==> src/rtl/shadow_reset_reg.sv <==
// ---------------------------------------------------------------------------
// shadow_reset_reg
//
// WIDTH-bit control register with a shadow copy. Bus writes land in the
// shadow (with byte strobes and write/set/clear/toggle modes). A commit
// copies the shadow into the live value q in one atomic step, so every bit
// of a multi-bit field changes on the same edge.
//
// Parameters
//   WIDTH        data width, 1..256
//   RESET_VALUE  reset value of both q and shadow (WIDTH bits)
//   STRB_W       derived, ceil(WIDTH/8); not meant to be overridden
//
// Ports
//   clk          clock, all state updates on the rising edge
//   rst          synchronous reset, active-high, overrides all other inputs
//   wr_valid     write request
//   wr_ready     write slot available (low during reset and the busy cycle)
//   wr_mode      00 write, 01 set, 10 clear, 11 toggle
//   wr_data      write operand
//   wr_strb      byte-lane enables, the top lane may be partial
//   commit       copy shadow (including a same-cycle write) into q
//   q            live value
//   shadow       shadow value
//   pending      registered (shadow != q)
//   commit_ack   one-cycle pulse the cycle after a commit takes effect
//   changed      one-cycle pulse the cycle after a commit alters q
//   dbg_state    current FSM state (0 = IDLE, 1 = HOLD)
//
// Handshake: a write transfers on a rising edge where wr_valid && wr_ready.
// wr_ready depends only on the FSM state and rst, never on wr_valid, and the
// requester may hold wr_valid/wr_mode/wr_data/wr_strb until it transfers.
// ---------------------------------------------------------------------------
module shadow_reset_reg #(
    parameter int unsigned            WIDTH       = 32,
    parameter logic [WIDTH-1:0]       RESET_VALUE = '0,
    localparam int unsigned           STRB_W      = (WIDTH + 7) / 8
) (
    input  logic              clk,
    input  logic              rst,
    input  logic              wr_valid,
    output logic              wr_ready,
    input  logic [1:0]        wr_mode,
    input  logic [WIDTH-1:0]  wr_data,
    input  logic [STRB_W-1:0] wr_strb,
    input  logic              commit,
    output logic [WIDTH-1:0]  q,
    output logic [WIDTH-1:0]  shadow,
    output logic              pending,
    output logic              commit_ack,
    output logic              changed,
    output logic              dbg_state
);

    typedef enum logic {
        IDLE = 1'b0,   // write port open
        HOLD = 1'b1    // cycle after a commit, write port closed
    } state_t;

    state_t           r_state;
    state_t           w_state_nxt;

    logic [WIDTH-1:0] r_q;
    logic [WIDTH-1:0] r_shadow;
    logic             r_pending;
    logic             r_commit_ack;
    logic             r_changed;

    logic             w_ready;
    logic             w_accept;
    logic [WIDTH-1:0] w_mask;
    logic [WIDTH-1:0] w_op;
    logic [WIDTH-1:0] w_shadow_nxt;
    logic [WIDTH-1:0] w_q_nxt;

    // ---------------------------------------------------------------------
    // FSM: next state. Any commit (also while in HOLD) re-arms HOLD.
    // ---------------------------------------------------------------------
    always_comb begin
        w_state_nxt = IDLE;
        if (commit) begin
            w_state_nxt = HOLD;
        end
    end

    always_ff @(posedge clk) begin
        if (rst) begin
            r_state <= IDLE;
        end else begin
            r_state <= w_state_nxt;
        end
    end

    assign w_ready  = (r_state == IDLE) && !rst;
    assign w_accept = wr_valid && w_ready;

    // ---------------------------------------------------------------------
    // Shadow update: expand byte strobes to a per-bit mask, so a partial
    // top lane naturally covers only the bits that exist.
    // ---------------------------------------------------------------------
    always_comb begin
        w_mask = '0;
        for (int i = 0; i < int'(WIDTH); i++) begin
            w_mask[i] = wr_strb[i / 8];
        end
    end

    always_comb begin
        w_op = wr_data;
        case (wr_mode)
            2'b00:   w_op = wr_data;
            2'b01:   w_op = r_shadow | wr_data;
            2'b10:   w_op = r_shadow & ~wr_data;
            default: w_op = r_shadow ^ wr_data;
        endcase
    end

    always_comb begin
        w_shadow_nxt = r_shadow;
        if (w_accept) begin
            w_shadow_nxt = (w_op & w_mask) | (r_shadow & ~w_mask);
        end
    end

    // Commit takes the post-write shadow, merging a same-cycle write.
    always_comb begin
        w_q_nxt = r_q;
        if (commit) begin
            w_q_nxt = w_shadow_nxt;
        end
    end

    always_ff @(posedge clk) begin
        if (rst) begin
            r_q          <= RESET_VALUE;
            r_shadow     <= RESET_VALUE;
            r_pending    <= 1'b0;
            r_commit_ack <= 1'b0;
            r_changed    <= 1'b0;
        end else begin
            r_q          <= w_q_nxt;
            r_shadow     <= w_shadow_nxt;
            r_pending    <= (w_shadow_nxt != w_q_nxt);
            r_commit_ack <= commit;
            r_changed    <= commit && (w_shadow_nxt != r_q);
        end
    end

    assign wr_ready   = w_ready;
    assign q          = r_q;
    assign shadow     = r_shadow;
    assign pending    = r_pending;
    assign commit_ack = r_commit_ack;
    assign changed    = r_changed;
    assign dbg_state  = r_state;

endmodule

==> config.mk <==
export PLATFORM = sky130hd
export DESIGN_NAME = shadow_reset_reg
export DESIGN_NICKNAME = d
export VERILOG_FILES = /design/src/rtl/shadow_reset_reg.sv
export SDC_FILE = /design/constraint.sdc
export NUM_CORES = 1
export LEC_CHECK = 0
export ABC_AREA = 1
export CORE_MARGIN = 4
export CORE_UTILIZATION = 30
export DETAILED_ROUTE_END_ITERATION = 7
export PLACE_DENSITY = 0.59
export REMOVE_ABC_BUFFERS = 1
export SLEW_MARGIN = 20
export SYNTH_ARGS = -nofsm -noshare
export SYNTH_HDL_FRONTEND = slang
export SYNTH_SLANG_ARGS = --single-unit
==> constraint.sdc <==
create_clock -name clk -period 5.7 [get_ports clk]
set_clock_uncertainty 0.2 [all_clocks]
set_input_delay 1.14 -clock clk [delete_from_list [all_inputs] [get_ports clk]]
set_output_delay 1.14 -clock clk [all_outputs]
set_load 0.1 [all_outputs]
* Word level (Yosys, flattened, before mapping)
Cells that the tools add are included.
** Cells by class
- Reductions and logical operators :: 5
- Multiplexer cells :: 4
- Equality and inequality tests :: 4
- Bitwise logic cells :: 9
** Operators with widths (count)
- 32-bit bitwise AND :: 3
- 32-bit case mux with 3 select lines :: 1
- 32-bit two-way mux :: 2
- 32-bit != test :: 2
- 32-bit inverter :: 2
- 32-bit OR :: 2
- 32-bit XOR :: 1
- 1-bit logical AND :: 3
- 2-bit by 1-bit == test with 1-bit output, second input constant :: 1
- 2-bit == test, second input constant :: 1
- 2-bit logical NOT :: 1
- 1-bit logical NOT :: 1
- 1-bit two-way mux :: 1
- 1-bit inverter :: 1
** Storage, ports and cells
- Input bits :: 42
- Flip-flop bits (word level) :: 68
- Output and inout port bits :: 69
- Word-level logic and storage cells :: 28

* Logic depth before layout (Yosys ltp)
- Word-level depth :: 8
- Depth in mapped cells :: 15
- Depth with buffers taken out :: 15

* Least setup slack after synthesis
OpenSTA, ideal clock, no wires.
- Path type :: input to register
- From :: in rst
- To :: reg r_changed, in the netlist changed
- Path slack :: 2.274 ns
- Arrival time :: 3.098 ns
- Cell stages on the path :: 14
- Library setup time :: 0.128 ns
- Data required time :: 5.372 ns
- Path buffers :: 2
- Path through :: buf_2 -> nor2_4 -> nand3_1 -> buf_2 -> nand2_1 -> nand2_1 -> nand2_1 -> nand2_1 -> nor2_1 -> nand2_1 -> nor2_1 -> nand2_1 -> nor2_1 -> nor2_1
** Between the ends
- Cells in the longest elaborated chain, start to end :: 6
** RTL lines
- from (decl) :: line 40 : input logic rst,
- 1-bit logical NOT :: line 94 : assign w_ready = (r_state == IDLE) && !rst;
- 1-bit logical AND :: line 94
- net wr_ready :: line 42 : output logic wr_ready,
- 1-bit logical AND :: line 95 : assign w_accept = wr_valid && w_ready;
- 32-bit two-way mux :: line 120 : if (w_accept) begin
- 32-bit != test :: line 145 : r_changed <= commit && (w_shadow_nxt != r_q);
- 1-bit logical AND :: line 145
- to (signal assigned) :: line 145
- to (decl) :: line 67 : logic r_changed;
The timed path passes the listed nets, and every way through them passes these cells.
A chain may end at the register's enable or synchronous reset.

* Worst setup path in the final report
- From :: in wr_mode[1]
- To :: reg r_pending, in the netlist pending
** Between the ends
- Cells in the longest elaborated chain, start to end :: 7
- Elaborated cells between the ends (all ways) :: 9
- Those cells by class :: eq/ne: 3; mux: 3; bitwise: 2; reduce/logical: 1
** RTL lines
- from (decl) :: line 43 : input logic [1:0] wr_mode,
- 2-bit == test, or another cell as far along :: line 110 : case (wr_mode)
- 32-bit case mux with 3 select lines (*) :: line 110
- 32-bit bitwise AND (*) :: line 121 : w_shadow_nxt = (w_op & w_mask) | (r_shadow & ~w_mask);
- 32-bit OR (*) :: line 121
- 32-bit two-way mux (*) :: line 120
- 32-bit two-way mux :: line 128 : if (commit) begin
- 32-bit != test (*) :: line 143 : r_pending <= (w_shadow_nxt != w_q_nxt);
- to (signal assigned) :: line 143
- to (decl) :: line 65 : logic r_pending;
Mark *: on every way between the ends. The rest lies on a longest branch, timed or not.

==> flow_metrics.tcl <==
set metrics [dict create \
    outcome "finished clean" \
    yosys.area_share.simple_pct 34.76 \
    die-area_um2 18650 \
    cts_hold_buf 0 \
    rsz0062_at_grt "no" \
    ys_ff_latch 67 \
    postCtsSetupBuffers 0 \
    synth_top_area_share_pct 27.04 \
    vias_per_cell 4.493 \
    stdcell_area_um2 6559 \
    place_area_um2 6251 \
    gr-total-overflow 0 \
    fin_cells 1130 \
    slowest_stage "clkdlybuf4s50_1" \
    cp-startpoint "wr_mode[1]" \
    placementRows 46 \
    async_reset_ff_share_pct 0 \
    power.leakage_nw 3.158 \
    portBuffers 110 \
    hold_viol 0 \
    dp_slack_ns 1.153 \
    vias 5077 \
    syn_to_final_growth_pct 32.24 \
    max_freq_mhz 242.8 \
    end_kind "flop" \
    register_area_um2 1341 \
    synthAdderAreaFrac_pct 16.15 \
    drt-initial-drc-count 248 \
    wl_um 15120 \
    required_ns 5.69 \
    final.setup.tns_ns 0 \
    yosysSeqAreaShare_pct 27.04 \
    fin_crit_sh_pct 72.27 \
    ys_top_cells_by_area "dfxtp_1 (27%), nand2_1 (18%), ha_1 (16%)" \
    drc_errors 0 \
    path_class "input pin to flop" \
    hold_path.class "flop to flop" \
    initial_utilization_pct 30.89 \
    antenna_found_initial 0 \
    cts-resized-gates 0 \
    htree_num_levels 3 \
    peakVddDrop_uv 108.1 \
    p_per_area_nw_per_um2 216.7 \
    synthTopCellsByCount "nand2_1 (234), inv_1 (150), nor2_1 (115)" \
    syn-cell-area_um2 4960 \
    place_congestion 0.7662 \
    setup_slack_ns 1.581 \
    path_clk_slew_ns 0.06 \
    synth_compound_area_share_pct 7.719 \
    grt_pass1_wl_um 24390 \
    slew_viol_final 0 \
    cts_tree "done" \
    ios 111 \
    synth_area_leader_cell "dfxtp_1" \
    core_area_um2 16060 \
    synthXorXnorAreaFrac_pct 0 \
    ys_warn_count 0 \
    clockBufferDepth 2 \
    synthFlopType "dfxtp_1" \
    fin_hold_ws_ns 0.3172 \
    dieWidth_um 136.6 \
    drive_gt1_share_pct 2.954 \
    dp_cells 1114 \
    dpl.hpwl_um 10930 \
    diodes 0 \
    tightest_slew_ns 1.053 \
    rr_startpoint "dbg_state$_SDFF_PP0_" \
    hp-start "q[31]$_SDFF_PP0_" \
    root_buffer "clkbuf_16" \
    fin_util_pct 40.84 \
    clk_latency_ns 0.34 \
    drv_cap 0 \
    synth_area_per_cell_um2 6.116 \
    finalCriticalPeriod_ns 4.119 \
    slowest_delay_ns 0.84 \
    crit_top_cell "nand2_1" \
    synthMuxAreaShare_pct 0 \
    slew_headroom_pct 29.36 \
    synthCells 811 \
    clock-sinks 67 \
    finalSetupViolations 0 \
    p_total_mw 1.421 \
    path_max_fanout 19 \
    synth_top_family_by_area "simple AND/OR/NAND/NOR gates" \
    ant_nets 0 \
    fp.dieH_um 136.6 \
    nFillCells 1695 \
    grt_usage_pct 16.69 \
    cp-start-kind "input pin" \
    wire_per_inst_um 13.38 \
    grt_start_max_net_pins 35 \
    synth_edf_count 0 \
    crit_chain "clkdlybuf4s50_1, nor2_2, buf_4, nand2_1, nand3_1, nand2_1, nand3_1, nand2_1, nor2_1, nand2_1, nor2_1, nand2_1, nor2_1, nor2_1" \
    multi_input_area_um2 2910 \
    cts_buffers 9 \
    arrival_ns 4.11 \
    synth_cell_type_count 18 \
    final_net_count 1015 \
    dr.pass1.iters 5 \
    grt_pass1_vias 4865 \
    yosysMostFrequentCell "nand2_1" \
]
## cells by family after synthesis
group                      count (synthesis)
AOI/OAI and AO/OA                         70
and+or+nand+nor                          427
adders and majority gates                 64
DFF                                       67
buffers and inverters                    183
## path summary, 6_finish.rpt
| kind | slack [ns] | endpoint | depth (start not counted) |
|---|---|---|---|
| setup reg to reg | 3.06 | pending$_SDFF_PP0_ | 12 |
| setup / recovery | 1.58 | pending$_SDFF_PP0_ | 14 |
| hold reg to reg | 0.32 | q[31]$_SDFF_PP0_ | 2 |
| hold / removal | 0.32 | q[31]$_SDFF_PP0_ | 2 |
## state kept, by name, summed over array words and instances (netlist names)
name	cells
pending	1
q	32
dbg_state	1
changed	1
shadow	32
## placed cells by master (no fill, tap or decap), types with 6 or more instances in the layout
cell,n
o22ai_1,26
o21ai_0,38
nand2_1,234
nand3b_1,6
ha_1,64
a21oi_1,6
dfxtp_1,67
clkdlybuf4s50_1,109
buf_4,9
nand3_1,69
inv_1,150
clkbuf_16,9
nor2_1,114
## layout make-up
cell class / count / area share (%)
multi-input combinational: 561 / 44.37
sequential: 67 / 20.45
timing repair buffer: 118 / 17.66
inverter: 152 / 8.699
clock buffer: 15 / 4.235
tap: 216 / 4.121
clock inverter: 1 / 0.4578
## per-layer routing
layer / global-route usage (%) / share of wire (%) / vias up
met1: 21.87 / 48 / 2295
li1: - / - / 2669
met4: 5.375 / 1.6 / 0
met2: 27.82 / 46 / 99
met3: 2.941 / 4.4 / 14
met5: 0 / 0 / -
## critical path, delay by kind of cell
kind | cells | cell delay, ns
and+or+nand+nor | 12 | 1.74
buffers and inverters | 2 | 1.21
## where the power goes
part | switching (mW) | internal [mW]
registers | 0.0133 | 0.481
clock network | 0.210 | 0.375
logic | 0.236 | 0.105
total | 0.460 | 0.962
Note: power is estimated with default switching activity, not from simulation.
